===== src/rtl/scemi_pipe_pkg.sv =====
// Shared types and helpers for the SCE-MI input pipe put batcher.
package scemi_pipe_pkg;

  typedef enum logic {
    IDLE   = 1'b0,
    STREAM = 1'b1
  } state_t;

  function automatic int clog2(input int value);
    int r;
    int v;
    r = 0;
    v = value - 1;
    while (v > 0) begin
      r = r + 1;
      v = v >> 1;
    end
    return r;
  endfunction

endpackage


===== src/rtl/scemi_in_pipe_put_batcher_if.sv =====
// Put-side and link-side signals of the batcher; slave is the batcher, master the environment.
interface scemi_in_pipe_put_batcher_if
  import scemi_pipe_pkg::*;
#(
  parameter int WIDTH = 32,
  parameter int DEPTH = 4
);
  logic                    PUT_EN;
  logic [WIDTH-1:0]        PUT_DATA;
  logic                    PUT_EOM;
  logic                    PUT_RDY;
  logic                    FLUSH;
  logic [WIDTH-1:0]        LINK_DATA;
  logic                    LINK_EOM;
  logic                    LINK_VALID;
  logic                    LINK_ACK;
  logic [clog2(DEPTH):0]   COUNT;

  modport slave (
    input  PUT_EN, PUT_DATA, PUT_EOM, FLUSH, LINK_ACK,
    output PUT_RDY, LINK_DATA, LINK_EOM, LINK_VALID, COUNT
  );

  modport master (
    output PUT_EN, PUT_DATA, PUT_EOM, FLUSH, LINK_ACK,
    input  PUT_RDY, LINK_DATA, LINK_EOM, LINK_VALID, COUNT
  );
endinterface


===== src/rtl/scemi_pipe_fifo.sv =====
// Circular buffer of DEPTH entries with registered occupancy; storage is not reset.
module scemi_pipe_fifo
  import scemi_pipe_pkg::*;
#(
  parameter int W     = 33,
  parameter int DEPTH = 4
) (
  input  logic                  clk,
  input  logic                  rst,
  input  logic                  wr_en,
  input  logic [W-1:0]          wr_data,
  input  logic                  rd_en,
  output logic [W-1:0]          rd_data,
  output logic [clog2(DEPTH):0] count
);
  localparam int AW = clog2(DEPTH);
  localparam int CW = AW + 1;

  logic [W-1:0]  mem_q [DEPTH];
  logic [AW-1:0] wr_ptr_q, wr_ptr_d;
  logic [AW-1:0] rd_ptr_q, rd_ptr_d;
  logic [CW-1:0] count_q, count_d;

  // DEPTH is a power of two, so pointer overflow is the modulo wrap.
  always_comb begin
    wr_ptr_d = wr_ptr_q + AW'(wr_en);
    rd_ptr_d = rd_ptr_q + AW'(rd_en);
    count_d  = count_q + CW'(wr_en) - CW'(rd_en);
  end

  always_ff @(posedge clk or posedge rst) begin
    if (rst) begin
      wr_ptr_q <= '0;
      rd_ptr_q <= '0;
      count_q  <= '0;
    end else begin
      wr_ptr_q <= wr_ptr_d;
      rd_ptr_q <= rd_ptr_d;
      count_q  <= count_d;
    end
  end

  always_ff @(posedge clk) begin
    if (wr_en) mem_q[wr_ptr_q] <= wr_data;
  end

  assign rd_data = mem_q[rd_ptr_q];
  assign count   = count_q;

endmodule


===== src/rtl/scemi_in_pipe_put_batcher.sv =====
// Buffers put elements and releases them to the link in bursts of BATCH, at EOM, or on flush.
//   state  | meaning
//   IDLE   | holding elements, link not offered
//   STREAM | offering head element, counting burst transfers
module scemi_in_pipe_put_batcher
  import scemi_pipe_pkg::*;
#(
  parameter int WIDTH = 32,
  parameter int DEPTH = 4,
  parameter int BATCH = 2
) (
  input  logic                        CLK,
  input  logic                        RST_N,
  scemi_in_pipe_put_batcher_if.slave  bus
);
  localparam int            CW      = clog2(DEPTH) + 1;
  localparam logic [CW-1:0] DEPTH_C = CW'(DEPTH);
  localparam logic [CW-1:0] BATCH_C = CW'(BATCH);
  localparam logic [CW-1:0] ONE     = CW'(1);

  state_t        state_q, state_d;
  logic [CW-1:0] eomcnt_q, eomcnt_d;
  logic [CW-1:0] burst_q, burst_d;
  logic          flush_q, flush_d;
  logic [CW-1:0] count_q, count_nxt;
  logic [WIDTH:0] head;
  logic          put_rdy, link_valid, push, pop;

  scemi_pipe_fifo #(.W(WIDTH + 1), .DEPTH(DEPTH)) u_fifo (
    .clk     (CLK),
    .rst     (RST_N),
    .wr_en   (push),
    .wr_data ({bus.PUT_EOM, bus.PUT_DATA}),
    .rd_en   (pop),
    .rd_data (head),
    .count   (count_q)
  );

  always_comb begin
    put_rdy    = (count_q != DEPTH_C);
    push       = bus.PUT_EN & put_rdy;
    link_valid = (state_q == STREAM) && (count_q != '0);
    pop        = link_valid & bus.LINK_ACK;
    count_nxt  = count_q + CW'(push) - CW'(pop);
    eomcnt_d   = eomcnt_q + CW'(push & bus.PUT_EOM) - CW'(pop & head[WIDTH]);

    flush_d = flush_q;
    if (bus.FLUSH && (count_q != '0)) flush_d = 1'b1;
    if (count_nxt == '0) flush_d = 1'b0;

    state_d = state_q;
    burst_d = burst_q;
    // Decisions use post-edge occupancy so a new element is offered the very next cycle.
    case (state_q)
      IDLE: begin
        burst_d = '0;
        if ((count_nxt != '0) &&
            ((count_nxt >= BATCH_C) || (eomcnt_d != '0) || flush_d))
          state_d = STREAM;
      end
      STREAM: begin
        if (pop) begin
          if (burst_q != BATCH_C) burst_d = burst_q + ONE;
          if (head[WIDTH] || (count_nxt == '0) ||
              (!flush_d && ((burst_q + ONE) >= BATCH_C))) begin
            state_d = IDLE;
            burst_d = '0;
          end
        end else if (count_q == '0) begin
          state_d = IDLE;
          burst_d = '0;
        end
      end
      default: begin
        state_d = IDLE;
        burst_d = '0;
      end
    endcase
  end

  always_ff @(posedge CLK or posedge RST_N) begin
    if (RST_N) begin
      state_q  <= IDLE;
      eomcnt_q <= '0;
      burst_q  <= '0;
      flush_q  <= 1'b0;
    end else begin
      state_q  <= state_d;
      eomcnt_q <= eomcnt_d;
      burst_q  <= burst_d;
      flush_q  <= flush_d;
    end
  end

  // Head is gated so unreset storage never reaches the link while not offered.
  assign bus.PUT_RDY    = put_rdy;
  assign bus.LINK_VALID = link_valid;
  assign bus.LINK_DATA  = link_valid ? head[WIDTH-1:0] : '0;
  assign bus.LINK_EOM   = link_valid & head[WIDTH];
  assign bus.COUNT      = count_q;

endmodule


===== src/flat_wrapper.sv =====
// flat-port wrapper written by rule: the top's interface ports become plain ports
module scemi_in_pipe_put_batcher_flat import scemi_pipe_pkg::*;
#(
  parameter int WIDTH = 32,
  parameter int DEPTH = 4,
  parameter int BATCH = 2
)
  (CLK, RST_N, bus_PUT_EN, bus_PUT_DATA, bus_PUT_EOM, bus_FLUSH, bus_LINK_ACK, bus_PUT_RDY, bus_LINK_DATA, bus_LINK_EOM, bus_LINK_VALID, bus_COUNT);
  scemi_in_pipe_put_batcher_if #(.WIDTH(WIDTH), .DEPTH(DEPTH)) bus_i ();
  input  logic CLK;
  input  logic RST_N;
  input wire logic [$bits(bus_i.PUT_EN)-1:0] bus_PUT_EN;
  input wire logic [$bits(bus_i.PUT_DATA)-1:0] bus_PUT_DATA;
  input wire logic [$bits(bus_i.PUT_EOM)-1:0] bus_PUT_EOM;
  input wire logic [$bits(bus_i.FLUSH)-1:0] bus_FLUSH;
  input wire logic [$bits(bus_i.LINK_ACK)-1:0] bus_LINK_ACK;
  output wire logic [$bits(bus_i.PUT_RDY)-1:0] bus_PUT_RDY;
  output wire logic [$bits(bus_i.LINK_DATA)-1:0] bus_LINK_DATA;
  output wire logic [$bits(bus_i.LINK_EOM)-1:0] bus_LINK_EOM;
  output wire logic [$bits(bus_i.LINK_VALID)-1:0] bus_LINK_VALID;
  output wire logic [$bits(bus_i.COUNT)-1:0] bus_COUNT;
  assign bus_i.PUT_EN = bus_PUT_EN;
  assign bus_i.PUT_DATA = bus_PUT_DATA;
  assign bus_i.PUT_EOM = bus_PUT_EOM;
  assign bus_i.FLUSH = bus_FLUSH;
  assign bus_i.LINK_ACK = bus_LINK_ACK;
  assign bus_PUT_RDY = bus_i.PUT_RDY;
  assign bus_LINK_DATA = bus_i.LINK_DATA;
  assign bus_LINK_EOM = bus_i.LINK_EOM;
  assign bus_LINK_VALID = bus_i.LINK_VALID;
  assign bus_COUNT = bus_i.COUNT;
  scemi_in_pipe_put_batcher #(.WIDTH(WIDTH), .DEPTH(DEPTH), .BATCH(BATCH)) u_core (.CLK(CLK), .RST_N(RST_N), .bus(bus_i));
endmodule

===== config.mk =====
export PLATFORM = sky130hd
export DESIGN_NAME = scemi_in_pipe_put_batcher_flat
export DESIGN_NICKNAME = d
export VERILOG_FILES = /design/src/rtl/scemi_pipe_pkg.sv /design/src/rtl/scemi_in_pipe_put_batcher_if.sv /design/src/rtl/scemi_pipe_fifo.sv /design/src/rtl/scemi_in_pipe_put_batcher.sv /design/src/flat_wrapper.sv
export SDC_FILE = /design/constraint.sdc
export NUM_CORES = 1
export LEC_CHECK = 0
export CORE_UTILIZATION = 45
export DETAILED_ROUTE_END_ITERATION = 12
export PLACE_DENSITY = 0.67
export SLEW_MARGIN = 20
export SYNTH_ARGS = -nofsm -noshare
export SYNTH_HDL_FRONTEND = slang
export SYNTH_SLANG_ARGS = --single-unit

===== constraint.sdc =====
create_clock -name CLK -period 4.3 [get_ports CLK]
set_input_delay 0.43 -clock CLK [delete_from_list [all_inputs] [get_ports CLK]]
set_output_delay 0.43 -clock CLK [all_outputs]
set_load 0.01 [all_outputs]

==> reports/metrics.yaml <==
clock_tree:
  cts_resized: 0
  ctsHoldBuffers: 0
  h-tree-depth: 4
  cts_setup_buffers: 0
  clkSlewWorstSetupHoldPaths_ns: 0.05
  cts_buffer_depth: 2
  cts_sinks: 147
  clk_latency_ns: 0.41
  cts_root_buffer: "clkbuf_16"
  cts_tree: "yes"
  numCtsBuffers: 17
timing:
  setup_viol: 0
  skew_ns: 0.00569
  grt_setup_unrepaired: "no"
  maxSlewViolCount: 0
  worst_pin_slew_ns: 0.891
  layout_min_cycle_time_ns: 3.27
  post-route-period-util_pct: 76.1
  fmax_mhz: 306
  relSlewSlack_pct: 40.6
  tns_ns: 0
  hold_viol_final: 0
worst_setup_path:
  worstPathMaxFanout: 5
  crit_slowest_cell: "dfrtp_1"
  required_ns: 4.57
  end_kind: "register"
  arrival_ns: 3.55
  path_delay_family: "simple AND/OR/NAND/NOR gates"
  criticalPathCategory: "reg2reg"
  start_kind: "register"
  crit_path_cell_trace: "or3_1 > and3_1 > ha_1 > inv_1 > ha_1 > inv_1 > fa_1 > xor3_1 > nor3_1 > a211oi_4 > nor2b_1 > o32ai_1"
  slowest_delay_ns: 0.44
  critPathBufInv: 2
yosys:
  syn_area_sq_mm: 0.00586
  yosys_warnings: 0
  synth_nets: 344
  avgSynthCellArea_sq_um: 19.9
  ys_types: 34
  synth_cells: 295
  yosysSeqAreaShare_pct: 74.0
  ys_ff_latch: 147
die:
  start_util_pct: 46.3
  ios: 76
  fp.dieW_microns: 116
  fp.coreArea_sq_mm: 0.0127
  die-area_sq_mm: 0.0135
  die_y_microns: 116
  row_count: 41
finish:
  fin_util_pct: 59.0
  diodes: 0
  fillers: 960
  layout-drive-gt1-share_pct: 19.9
  final_net_count: 432
  syn2layout_area_growth_pct: 27.4
place:
  numPortBuffers: 75
  gp_congestion: 0.817
  hpwl_mm: 6.07
pwr:
  seq_power_share_pct: 36.3
  p_total_uw: 5540
  switching_share_pct: 28.5
  peakVddDrop_uv: 324
  p_clk_share_pct: 27.8
  powerDensity_mw_per_mm2: 742
  leakagePower_uw: 0.00266
  p_sw_uw: 1580
  pwr-share-comb_pct: 35.9
  p_int_uw: 3970
detailed_routing:
  antenna_left: 0
  vias: 2966
  vias_per_cell: 5.22
  dr.pass1.iters: 4
  drtIter0Drc: 90
  drt-total-wl_mm: 10.6
  wl_per_cell_microns: 18.7
  post-route-drc-count: 0
min_path:
  hold_class: "in2async"
global_routing:
  grt_pass1_vias: 3115
  grt_usage_pct: 17.4
  antenna_found_initial: 0
  grt_max_degree: 37
  grt_pass1_wl_mm: 16.4
  overflow: 0
run:
  maxCapViolCount: 0
run_status:
  status: "finished, final reports clean"
## flip-flops by register name, summed over array words and instances, names as in the netlist
| name | cells |
|---|---|
| u_core.u_fifo.mem_q | 132 |
| u_core.state_q | 1 |
| u_core.u_fifo.rd_ptr_q | 2 |
| u_core.eomcnt_q | 3 |
| u_core.u_fifo.wr_ptr_q | 2 |
| u_core.flush_q | 1 |
| u_core.u_fifo.count | 3 |
| u_core.burst_q | 3 |
## power groups by stage
| stage | sequential (uW) | clock [uW] | combinational, uW |
|---|---|---|---|
| finish | 2010 | 1540 | 1990 |
| global route | 2040 | 1620 | 2170 |
| CTS | 2020 | 1560 | 2040 |
| detailed placement | 2040 | 0 | 2020 |
| floorplan | 2030 | 0 | 1190 |
| global placement | 2020 | 0 | 2000 |
## through the flow
stage,setup slack [ns],instance area [sq um],hold slack (ns),std cells
6_report,1.03,7470,0.385,568
5_1_grt,0.798,7470,0.432,568
4_1_cts,1.02,7470,0.388,568
3_5_place_dp,0.904,6850,0.513,536
3_3_place_gp,0.960,6850,0.516,536
2_1_floorplan,0.569,5860,0.331,295
## Yosys cell counts
master,count,share of area [%]
a211oi_4,1,0.34
a21oi_1,1,0.085
a21oi_2,1,0.15
a31oi_1,1,0.11
and2_1,2,0.21
and3_1,37,3.9
and4_1,1,0.15
buf_2,4,0.34
buf_6,1,0.19
clkbuf_1,10,0.64
dfrtp_1,15,6.4
edfxtp_1,132,68
fa_1,2,0.68
ha_1,9,1.9
inv_1,12,0.77
mux4_2,33,13
nand2_1,3,0.19
nand2_2,1,0.11
nand2b_1,2,0.21
nand3b_1,2,0.26
nand4_1,1,0.11
nor2_1,6,0.38
nor2b_1,2,0.21
nor3_1,2,0.17
nor3b_1,2,0.26
nor4b_1,1,0.15
o21ai_0,1,0.085
o21ai_1,1,0.085
o31ai_1,1,0.13
o32ai_1,1,0.15
or3_1,1,0.11
xnor2_1,2,0.30
xor2_1,3,0.45
xor3_1,1,0.41
## kinds of logic (layout without fill, tap and decap cells)
group / count (synthesis) / after routing / synth area share (%)
muxes: 33 / 33 / 12.7
DFF: 147 / 147 / 74.0
buffers and inverters: 27 / 128 / 1.94
adders and majority gates: 11 / 11 / 2.60
AOI/OAI and AO/OA: 8 / 8 / 1.13
xor gates and xnor gates: 6 / 6 / 1.15
and+or+nand+nor: 63 / 63 / 6.47
## worst paths after layout
kind | slack, ns | start | to | depth (start not counted)
worst max-delay path | 1.03 | u_core.u_fifo.count[1] | u_core.state_q | 12
worst min-delay path | 0.38 | RST_N | u_core.flush_q | 2
worst max register to register | 1.03 | u_core.u_fifo.count[1] | u_core.state_q | 12
worst min register to register | 0.53 | u_core.flush_q | u_core.flush_q | 2
max in group asynchronous | 3.50 | RST_N | u_core.u_fifo.rd_ptr_q[1] | 2
min in group CLK | 0.53 | u_core.flush_q | u_core.flush_q | 2
## worst reg2reg max path: stages, from the launching register on
cell	delay, ns
dfrtp_1	0.44
or3_1	0.42
and3_1	0.23
ha_1	0.29
inv_1	0.06
ha_1	0.13
inv_1	0.05
fa_1	0.37
xor3_1	0.42
nor3_1	0.43
a211oi_4	0.11
nor2b_1	0.13
o32ai_1	0.08
## cells in the final DEF, fill, tap and decap left out, drive strengths merged
cell type	netlist	layout
xor3	1	1
nand2	4	4
nor3b	2	2
nand2b	2	2
mux4	33	33
a211oi	1	1
fa	2	2
clkinv	0	6
and2	2	2
buf	5	9
xor2	3	3
o32ai	1	1
ha	9	9
nor2	6	6
nor3	2	2
and3	37	37
a31oi	1	1
clkbuf	10	20
or3	1	1
and4	1	1
xnor2	2	2
bufinv	0	5
clkinvlp	0	1
edfxtp	132	132
inv	12	12
o31ai	1	1
clkdlybuf4s50	0	75
o21ai	2	2
nand4	1	1
a21oi	2	2
dfrtp	15	15
nor4b	1	1
nand3b	2	2
nor2b	2	2
## per-layer routing
| layer | track usage (%) | share of wire [%] | vias to the layer above |
|---|---|---|---|
| met5 | 0 | 0 | - |
| li1 | - | - | 1359 |
| met3 | 5.09 | 4.3 | 14 |
| met1 | 21.8 | 43 | 1523 |
| met4 | 7.69 | 1.9 | 0 |
| met2 | 28.4 | 51 | 70 |
## area by class of cell
| cell class | count | area [sq um] | area share [%] |
|---|---|---|---|
| clock buffers | 20 | 437 | 5.84 |
| clock inverters | 12 | 186 | 2.50 |
| inverters | 12 | 45.0 | 0.603 |
| multi-input cells | 121 | 1430 | 19.1 |
| flip-flops and latches | 147 | 4340 | 58.1 |
| well taps | 172 | 215 | 2.88 |
| repair buffers | 84 | 818 | 11.0 |
No activity file was read; power rests on OpenSTA's default activity.
